[src/rtl/pipe_stage_buf.sv]
// Pipeline register stage between decode and execute with valid/ready handshake and bubble count.
// Define PIPE_STAGE_SKID_EN for a two-entry (main + skid) buffer with a registered in_ready.
module pipe_stage_buf #(
  parameter int unsigned       DATA_W  = 160,
  parameter logic [DATA_W-1:0] NOP_VAL = '0,
  parameter int unsigned       CNT_W   = 16
) (
  input  logic              clk,
  input  logic              rst,
  input  logic              in_valid,
  output logic              in_ready,
  input  logic [DATA_W-1:0] in_data,
  output logic              out_valid,
  input  logic              out_ready,
  output logic [DATA_W-1:0] out_data,
  input  logic              flush,
  output logic [1:0]        occupancy,
  output logic [CNT_W-1:0]  bubble_cnt
);

  logic              en_q, en_d;
  logic [1:0]        occ_q, occ_d;
  logic [DATA_W-1:0] main_q, main_d;
  logic [CNT_W-1:0]  bub_q, bub_d;
  logic              accept, consume;
`ifdef PIPE_STAGE_SKID_EN
  logic [DATA_W-1:0] skid_q, skid_d;
`endif

  assign out_valid  = (occ_q != 2'd0);
  assign out_data   = out_valid ? main_q : NOP_VAL;
  assign occupancy  = occ_q;
  assign bubble_cnt = bub_q;
  assign accept     = in_valid && in_ready;
  assign consume    = out_valid && out_ready;

  // en_q keeps the stage closed for the first cycle after reset.
`ifdef PIPE_STAGE_SKID_EN
  assign in_ready = !rst && en_q && (occ_q != 2'd2);
`else
  assign in_ready = !rst && en_q && ((occ_q == 2'd0) || out_ready);
`endif

  always_comb begin
    en_d   = 1'b1;
    occ_d  = occ_q;
    main_d = main_q;
`ifdef PIPE_STAGE_SKID_EN
    skid_d = skid_q;
`endif
    if (flush) begin
      occ_d = 2'd0;
    end else begin
`ifdef PIPE_STAGE_SKID_EN
      case (occ_q)
        2'd0: begin
          if (accept) begin
            main_d = in_data;
            occ_d  = 2'd1;
          end
        end
        2'd1: begin
          if (consume && accept) begin
            main_d = in_data;
          end else if (consume) begin
            occ_d = 2'd0;
          end else if (accept) begin
            skid_d = in_data;
            occ_d  = 2'd2;
          end
        end
        default: begin
          if (consume) begin
            main_d = skid_q;
            occ_d  = 2'd1;
          end
        end
      endcase
`else
      if (accept) begin
        main_d = in_data;
        occ_d  = 2'd1;
      end else if (consume) begin
        occ_d = 2'd0;
      end
`endif
    end
  end

  always_comb begin
    bub_d = bub_q;
    if (out_ready && !out_valid && !flush && (bub_q != {CNT_W{1'b1}})) begin
      bub_d = bub_q + CNT_W'(1);
    end
  end

  always_ff @(posedge clk) begin
    if (rst) begin
      en_q   <= 1'b0;
      occ_q  <= 2'd0;
      main_q <= NOP_VAL;
      bub_q  <= '0;
`ifdef PIPE_STAGE_SKID_EN
      skid_q <= NOP_VAL;
`endif
    end else begin
      en_q   <= en_d;
      occ_q  <= occ_d;
      main_q <= main_d;
      bub_q  <= bub_d;
`ifdef PIPE_STAGE_SKID_EN
      skid_q <= skid_d;
`endif
    end
  end

endmodule

[config.mk]
export PLATFORM = sky130hd
export DESIGN_NAME = pipe_stage_buf
export DESIGN_NICKNAME = d
export VERILOG_FILES = /design/src/rtl/pipe_stage_buf.sv
export SDC_FILE = /design/constraint.sdc
export NUM_CORES = 1
export LEC_CHECK = 0
export ABC_AREA = 1
export CAP_MARGIN = 10
export CORE_MARGIN = 1.5
export CORE_UTILIZATION = 43
export CTS_BUF_LIST = sky130_fd_sc_hd__clkbuf_16
export CTS_CLUSTER_SIZE = 14
export DETAILED_ROUTE_END_ITERATION = 6
export HOLD_SLACK_MARGIN = 0.15
export PLACE_DENSITY = 0.89
export SKIP_CTS_REPAIR_TIMING = 1
export SYNTH_ARGS = -nofsm -noshare
export SYNTH_HDL_FRONTEND = slang
export SYNTH_SLANG_ARGS = --single-unit
export TNS_END_PERCENT = 5
[constraint.sdc]
create_clock -name clk -period 1.6 [get_ports clk]
set_input_delay 0.16 -clock clk [delete_from_list [all_inputs] [get_ports clk]]
set_output_delay 0.16 -clock clk [all_outputs]
set_load 0.005 [all_outputs]
==> results of run 1 <==
-- path summary, 6_finish.rpt --
path | endpoint | start | depth (start not counted) | slack (ps)
setup / recovery | out_data[65] | occupancy[0] | 5 | -340
hold / removal | main_q[35] | in_data[35] | 3 | 340
setup reg to reg | main_q[64] | occupancy[0] | 8 | -40
hold reg to reg | main_q[150] | main_q[150] | 2 | 440
-- cell type report --
cell class / instances / area share, %
clock buffer: 17 / 3.325
multi-input combinational: 613 / 23.98
tap: 234 / 2.288
clock inverter: 15 / 1.291
sequential: 178 / 27.94
inverter: 339 / 9.964
timing repair buffer: 394 / 31.22
-- through the flow --
stage / area (sq um) / hold slack (ps) / setup WS (ps) / util [%] / power, mW
2_1_floorplan: 8195 / 229.1 / 176.7 / - / 5.130
3_3_place_gp: 11910 / 430.1 / -48.53 / 63.65 / 5.648
3_5_place_dp: 11910 / 433.9 / -158.4 / 63.65 / 5.684
4_1_cts: 12500 / 318.8 / -434.8 / 66.80 / 9.900
5_1_grt: 12800 / 336.8 / -407.5 / 68.41 / 10.32
6_report: 12800 / 339.2 / -341.4 / 68.41 / 9.941
-- metal layers --
layer	vias to the layer above	GRT usage [%]	part of all wire, %
li1	4289	-	-
met1	3897	25.69	39
met2	348	40.29	51
met3	91	4.654	5.9
met4	0	14.58	4.5
met5	-	0	0
-- power by group --
part           switching, mW  internal (mW)  total [mW]
clock                   1.79           2.45        4.25
sequential            0.0787           4.58        4.66
combinational          0.438          0.599        1.04
-- cells in the mapped netlist, drive strengths merged, types with 2 or more instances --
master / count / area share [%]
nand3: 14 / 1.0
dfxtp: 178 / 43
o21ai: 162 / 9.9
nor3: 2 / 0.12
nand4: 6 / 0.72
clkbuf: 25 / 1.1
nand2: 207 / 9.5
inv: 339 / 16
a21oi: 168 / 10
nor2: 49 / 2.7
buf: 50 / 5.1
-- cell families (layout without fill, tap and decap cells) --
group / after synthesis / count (layout) / share of synthesized area, %
other: 1 / 1 / 0.04576
and+or+nand+nor: 279 / 279 / 14.17
AOI/OAI and AO/OA: 331 / 331 / 20.23
adders and majority gates: 1 / 1 / 0.1526
DFF: 178 / 178 / 43.48
xor gates and xnor gates: 1 / 1 / 0.1069
buffers and inverters: 414 / 765 / 21.82
-- critical path: stages, from the launching register on --
cell and delay (ps):
dfxtp_4 370, buf_8 150, clkbuf_16 200, nand2_1 60, inv_1 50, clkdlybuf4s50_1 530
-- sequential cells by signal (all words and copies together), names as in the netlist --
register / cells
occupancy: 1
bubble_cnt: 16
en_q: 1
main_q: 160
==> summary.md, run 1 <==
| Metric | Value |
|---|---|
| H-Tree Depth | 4 |
| Antenna violations before repair | 0 |
| Hold Path Class | in -> reg |
| Final antenna-violating net count | 0 |
| Power per standard cell area | 776.9 nW/um^2 |
| Syn avg cell area | 6.801 sq um |
| Mapped cell area | 8195 sq um |
| Crit path kind | reg -> out |
| FFs w/ async S/R, synth | 0% |
| Multi-input logic area | 3068 sq um |
| Distinct cells, synth | 26 |
| CTS root buf | clkbuf_16 |
| Vias in the first global route | 7880 |
| Setup Skew | 6.650 ps |
| Largest net degree at the start of global routing | 80 |
| Tmin final | 1941 ps |
| Post-synth top flop | dfxtp_1 |
| Via count | 8625 |
| Layout cell share with drive strength beyond 1 | 13.56% |
| Final period utilization | 121.3% |
| Maximum fanout along the worst path | 20 |
| CP startpoint kind | flip-flop |
| Status | complete, but fails checks |
| Setup_tns | -16190 ps |
| Vias per cell | 4.818 |
| Achievable Freq | 0.5151 GHz |
| Core ar. | 18710 sq um |
| Die width | 141.1 um |
| Critical path capture point type | primary output |
| Total wire length | 26.00 mm |
| Sequential area share after synthesis | 43.48% |
| First-pass GRT wire length | 37.02 mm |
| Drt first pass iters | 5 |
| Fin. Hold Viols | 0 |
| Final setup fails | 58 |
| Initial drt markers | 374 |
| Synth Register Bits | 178 |
| Initial cell density of the core | 43.81% |
| Mapped Cells | 1205 |
| GR Util All Layers | 23.06% |
| TritonCTS Buffers | 17 |
| Leak | 7.154 nW |
| N_diodes | 0 |
| # placed instances | 1751 |
| Worst skew pair latency | 420 ps |
| Clock buffer depth | 2 |
| Top Ports | 345 |
| Post-synth EDFFs | 0 |
| WL per Instance | 14.52 um |
| Non-Filler Instances | 1790 |
| Commonest cells after routing, fill and taps aside | 336 x inv_1, 229 x clkdlybuf4s50_1, 205 x nand2_1, 171 x dfxtp_1, 168 x a21oi_1 |
| Pins Over Slew Limit | 0 |
| Ys Warns | 0 |
| Failing checks | setup timing |
| RSZ-0062 raised after global routing | yes |
| Setup WS post-layout | -341.4 ps |
| Critical Path RT | 1440 ps |
| Die span in y | 141.1 um |
| Final nets | 1709 |
| Fillers | 1398 |
| Post-route DRC | 0 |
| CTS Sinks | 178 |
| Syn-to-layout area delta | 56.14% |
| Worst IR Drop VDD | 0.0007152 V |
| Commonest non-fill, non-tap cell in the layout | inv_1 |
| Max Cap Violations | 0 |
| FF/Latch Area | 3575 sq um |
| GRT overflow | 0 |
| HPWL after detailed placement | 17.40 mm |
| Gpl congestion | 0.8856 |
| CTS tree | done |
| DIE AREA | 19900 sq um |
| # rows | 50 |
| Syn_nets | 1371 |
| CTS clk-pin slew, worst paths | 70 ps |
| WP data arrival | 1780 ps |
| # port buffers | 343 |
Power figures use the tool's default switching activity.
==> run 2, diff against run 1 <==
--- a/config.mk
+++ b/config.mk
@@ -12,8 +12,9 @@
 export CTS_BUF_LIST = sky130_fd_sc_hd__clkbuf_16
 export CTS_CLUSTER_SIZE = 14
 export DETAILED_ROUTE_END_ITERATION = 6
+export GPL_ROUTABILITY_DRIVEN = 0
 export HOLD_SLACK_MARGIN = 0.15
-export PLACE_DENSITY = 0.89
+export PLACE_DENSITY = 0.92
 export SKIP_CTS_REPAIR_TIMING = 1
 export SYNTH_ARGS = -nofsm -noshare
 export SYNTH_HDL_FRONTEND = slang
==> run 2 against run 1 <==
  * The run still ends with setup timing left
  * Sequential share of layout area grew 0.19 points
  * Critical path depth is the same
  * Clock power shrank 1%
  * Routed wire length shrank 3.8%
  * Largest cell class unchanged
  * Count of clock-buffer cells in the layout is the same
  * Total power shrank 0.90%
  * Global-route usage grew 0.15 points
  * Sequential power is essentially flat
  * Highest routed layer unchanged
  * Die area is the same
  * Utilization shrank 0.52 points
  * Register-to-register slack gained 20 ps
==> summary.md, run 2 (synthesized netlist as in run 1, its figures left out) <==
| Metric | Value |
|---|---|
| Critical path capture point type | primary output |
| Die width | 141.1 um |
| HPWL after detailed placement | 17.54 mm |
| Family with the most delay on the worst path | buffers and inverters |
| Die span in y | 141.1 um |
| Top Ports | 345 |
| CP max stage cell | clkdlybuf4s50_1 |
| DP Area | 11970 sq um |
| Final antenna-violating net count | 0 |
| Worst IR Drop VDD | 0.0009050 V |
| # rows | 50 |
| Largest net degree at the start of global routing | 88 |
| Commonest non-fill, non-tap cell in the layout | inv_1 |
| Initial drt markers | 373 |
| Final period utilization | 118.3% |
| Max reg flops | 160 |
| Setup Skew | 10.41 ps |
| Final nets | 1722 |
| Worst skew pair latency | 430 ps |
| Worst R2R Setup Slack | -20 ps |
| TritonCTS Buffers | 17 |
| Pins Over Slew Limit | 0 |
| Fin. Hold Viols | 0 |
| Drt first pass iters | 5 |
| Total wire length | 25.01 mm |
| WL per Instance | 13.87 um |
| Clock buffer depth | 2 |
| Biggest register | main_q |
| GR Util All Layers | 23.21% |
| Failing checks | setup timing |
| Achievable Freq | 0.5281 GHz |
| Hold Path Class | in -> reg |
| # port buffers | 343 |
| Antenna violations before repair | 0 |
| Vias per cell | 4.790 |
| Max Cap Violations | 0 |
| CTS tree | done |
| CTS clk-pin slew, worst paths | 70 ps |
| FF/Latch Area | 3571 sq um |
| RSZ-0062 raised after global routing | yes |
| CTS root buf | clkbuf_16 |
| Maximum fanout along the worst path | 9 |
| Via count | 8636 |
| Vias in the first global route | 8005 |
| Crit path kind | reg -> out |
| Post-route DRC | 0 |
| Design Area, Final | 12700 sq um |
| Final setup fails | 45 |
| Commonest cells after routing, fill and taps aside | 334 x inv_1, 220 x clkdlybuf4s50_1, 205 x nand2_1, 174 x dfxtp_1, 166 x a21oi_1 |
| N_diodes | 0 |
| Critical path buffer and inverter count | 4 |
| Power per standard cell area | 775.8 nW/um^2 |
| Multi-input logic area | 2895 sq um |
| CP startpoint kind | flip-flop |
| WP data arrival | 1730 ps |
| Placement Setup Slack | -160.5 ps |
| Initial cell density of the core | 43.81% |
| Tmin final | 1893 ps |
| Critical Path Max Stage Delay | 530 ps |
| Fillers | 1387 |
| CTS Sinks | 178 |
| Leak | 7.155 nW |
| Setup_tns | -10520 ps |
| Cell chain of the critical path | buf_8 -> buf_4 -> nand2_1 -> inv_1 -> clkdlybuf4s50_1 |
| Syn-to-layout area delta | 54.95% |
| Setup WS post-layout | -293.5 ps |
| Critical Path RT | 1440 ps |
| H-Tree Depth | 4 |
| Layout cell share with drive strength beyond 1 | 12.24% |
| DIE AREA | 19900 sq um |
| Status | complete, but fails checks |
| First-pass GRT wire length | 37.29 mm |
| Fin Hold WS | 337.9 ps |
| GRT overflow | 0 |
| Core ar. | 18710 sq um |
-- run 2: cell count changes in the layout (fill, tap and decap cells not counted), sizes merged --
cell	delta
buf	+10
bufinv	-1
clkbuf	+12
clkdlybuf4s50	-9
clkinv	+1
clkinvlp	+1
inv	-1
-- run 2: layout make-up --
| cell class | count | share of cell area, % |
|---|---|---|
| timing repair buffer | 407 | 32.13 |
| sequential | 178 | 28.12 |
| multi-input combinational | 613 | 22.80 |
| inverter | 339 | 10.04 |
| clock buffer | 17 | 3.350 |
| tap | 234 | 2.306 |
| clock inverter | 15 | 1.251 |
-- run 2: through the flow --
| stage | power, mW | util [%] | instances |
|---|---|---|---|
| 6_report | 9.852 | 67.89 | 1803 |
| 5_1_grt | 10.19 | 67.89 | 1803 |
| 4_1_cts | 9.830 | 67.09 | 1791 |
| 3_5_place_dp | 5.698 | 63.97 | 1759 |
| 3_3_place_gp | 5.660 | 63.97 | 1759 |
| 2_1_floorplan | 5.130 | - | 1205 |
-- run 2: layer usage --
layer / wire, um / global-route usage (%) / part of all wire, %
met3: 1540 / 4.552 / 6.2
met2: 12800 / 42.44 / 51
met5: 0 / 0 / 0
met1: 9694 / 25.85 / 39
met4: 977 / 10.91 / 3.9
-- run 2: final timing paths --
kind                        end         start  depth (start not counted)
setup reg to reg     main_q[45]  occupancy[0]                          8
hold reg to reg     main_q[142]   main_q[142]                          2
setup / recovery  out_data[150]  occupancy[0]                          5
hold / removal       main_q[85]   in_data[85]                          3
-- run 2: tightest hold or removal path, delay by kind of cell --
kind	cells	cell delay, ps
compound gates	2	160
buf+inv	1	390
-- run 2: power breakdown --
part / switching (mW) / internal, mW / leakage [nW]
sequential: 0.0804 / 4.58 / 1.45
combinational: 0.412 / 0.595 / 5.42
clock: 1.86 / 2.32 / 0.291
total: 2.36 / 7.50 / 7.16
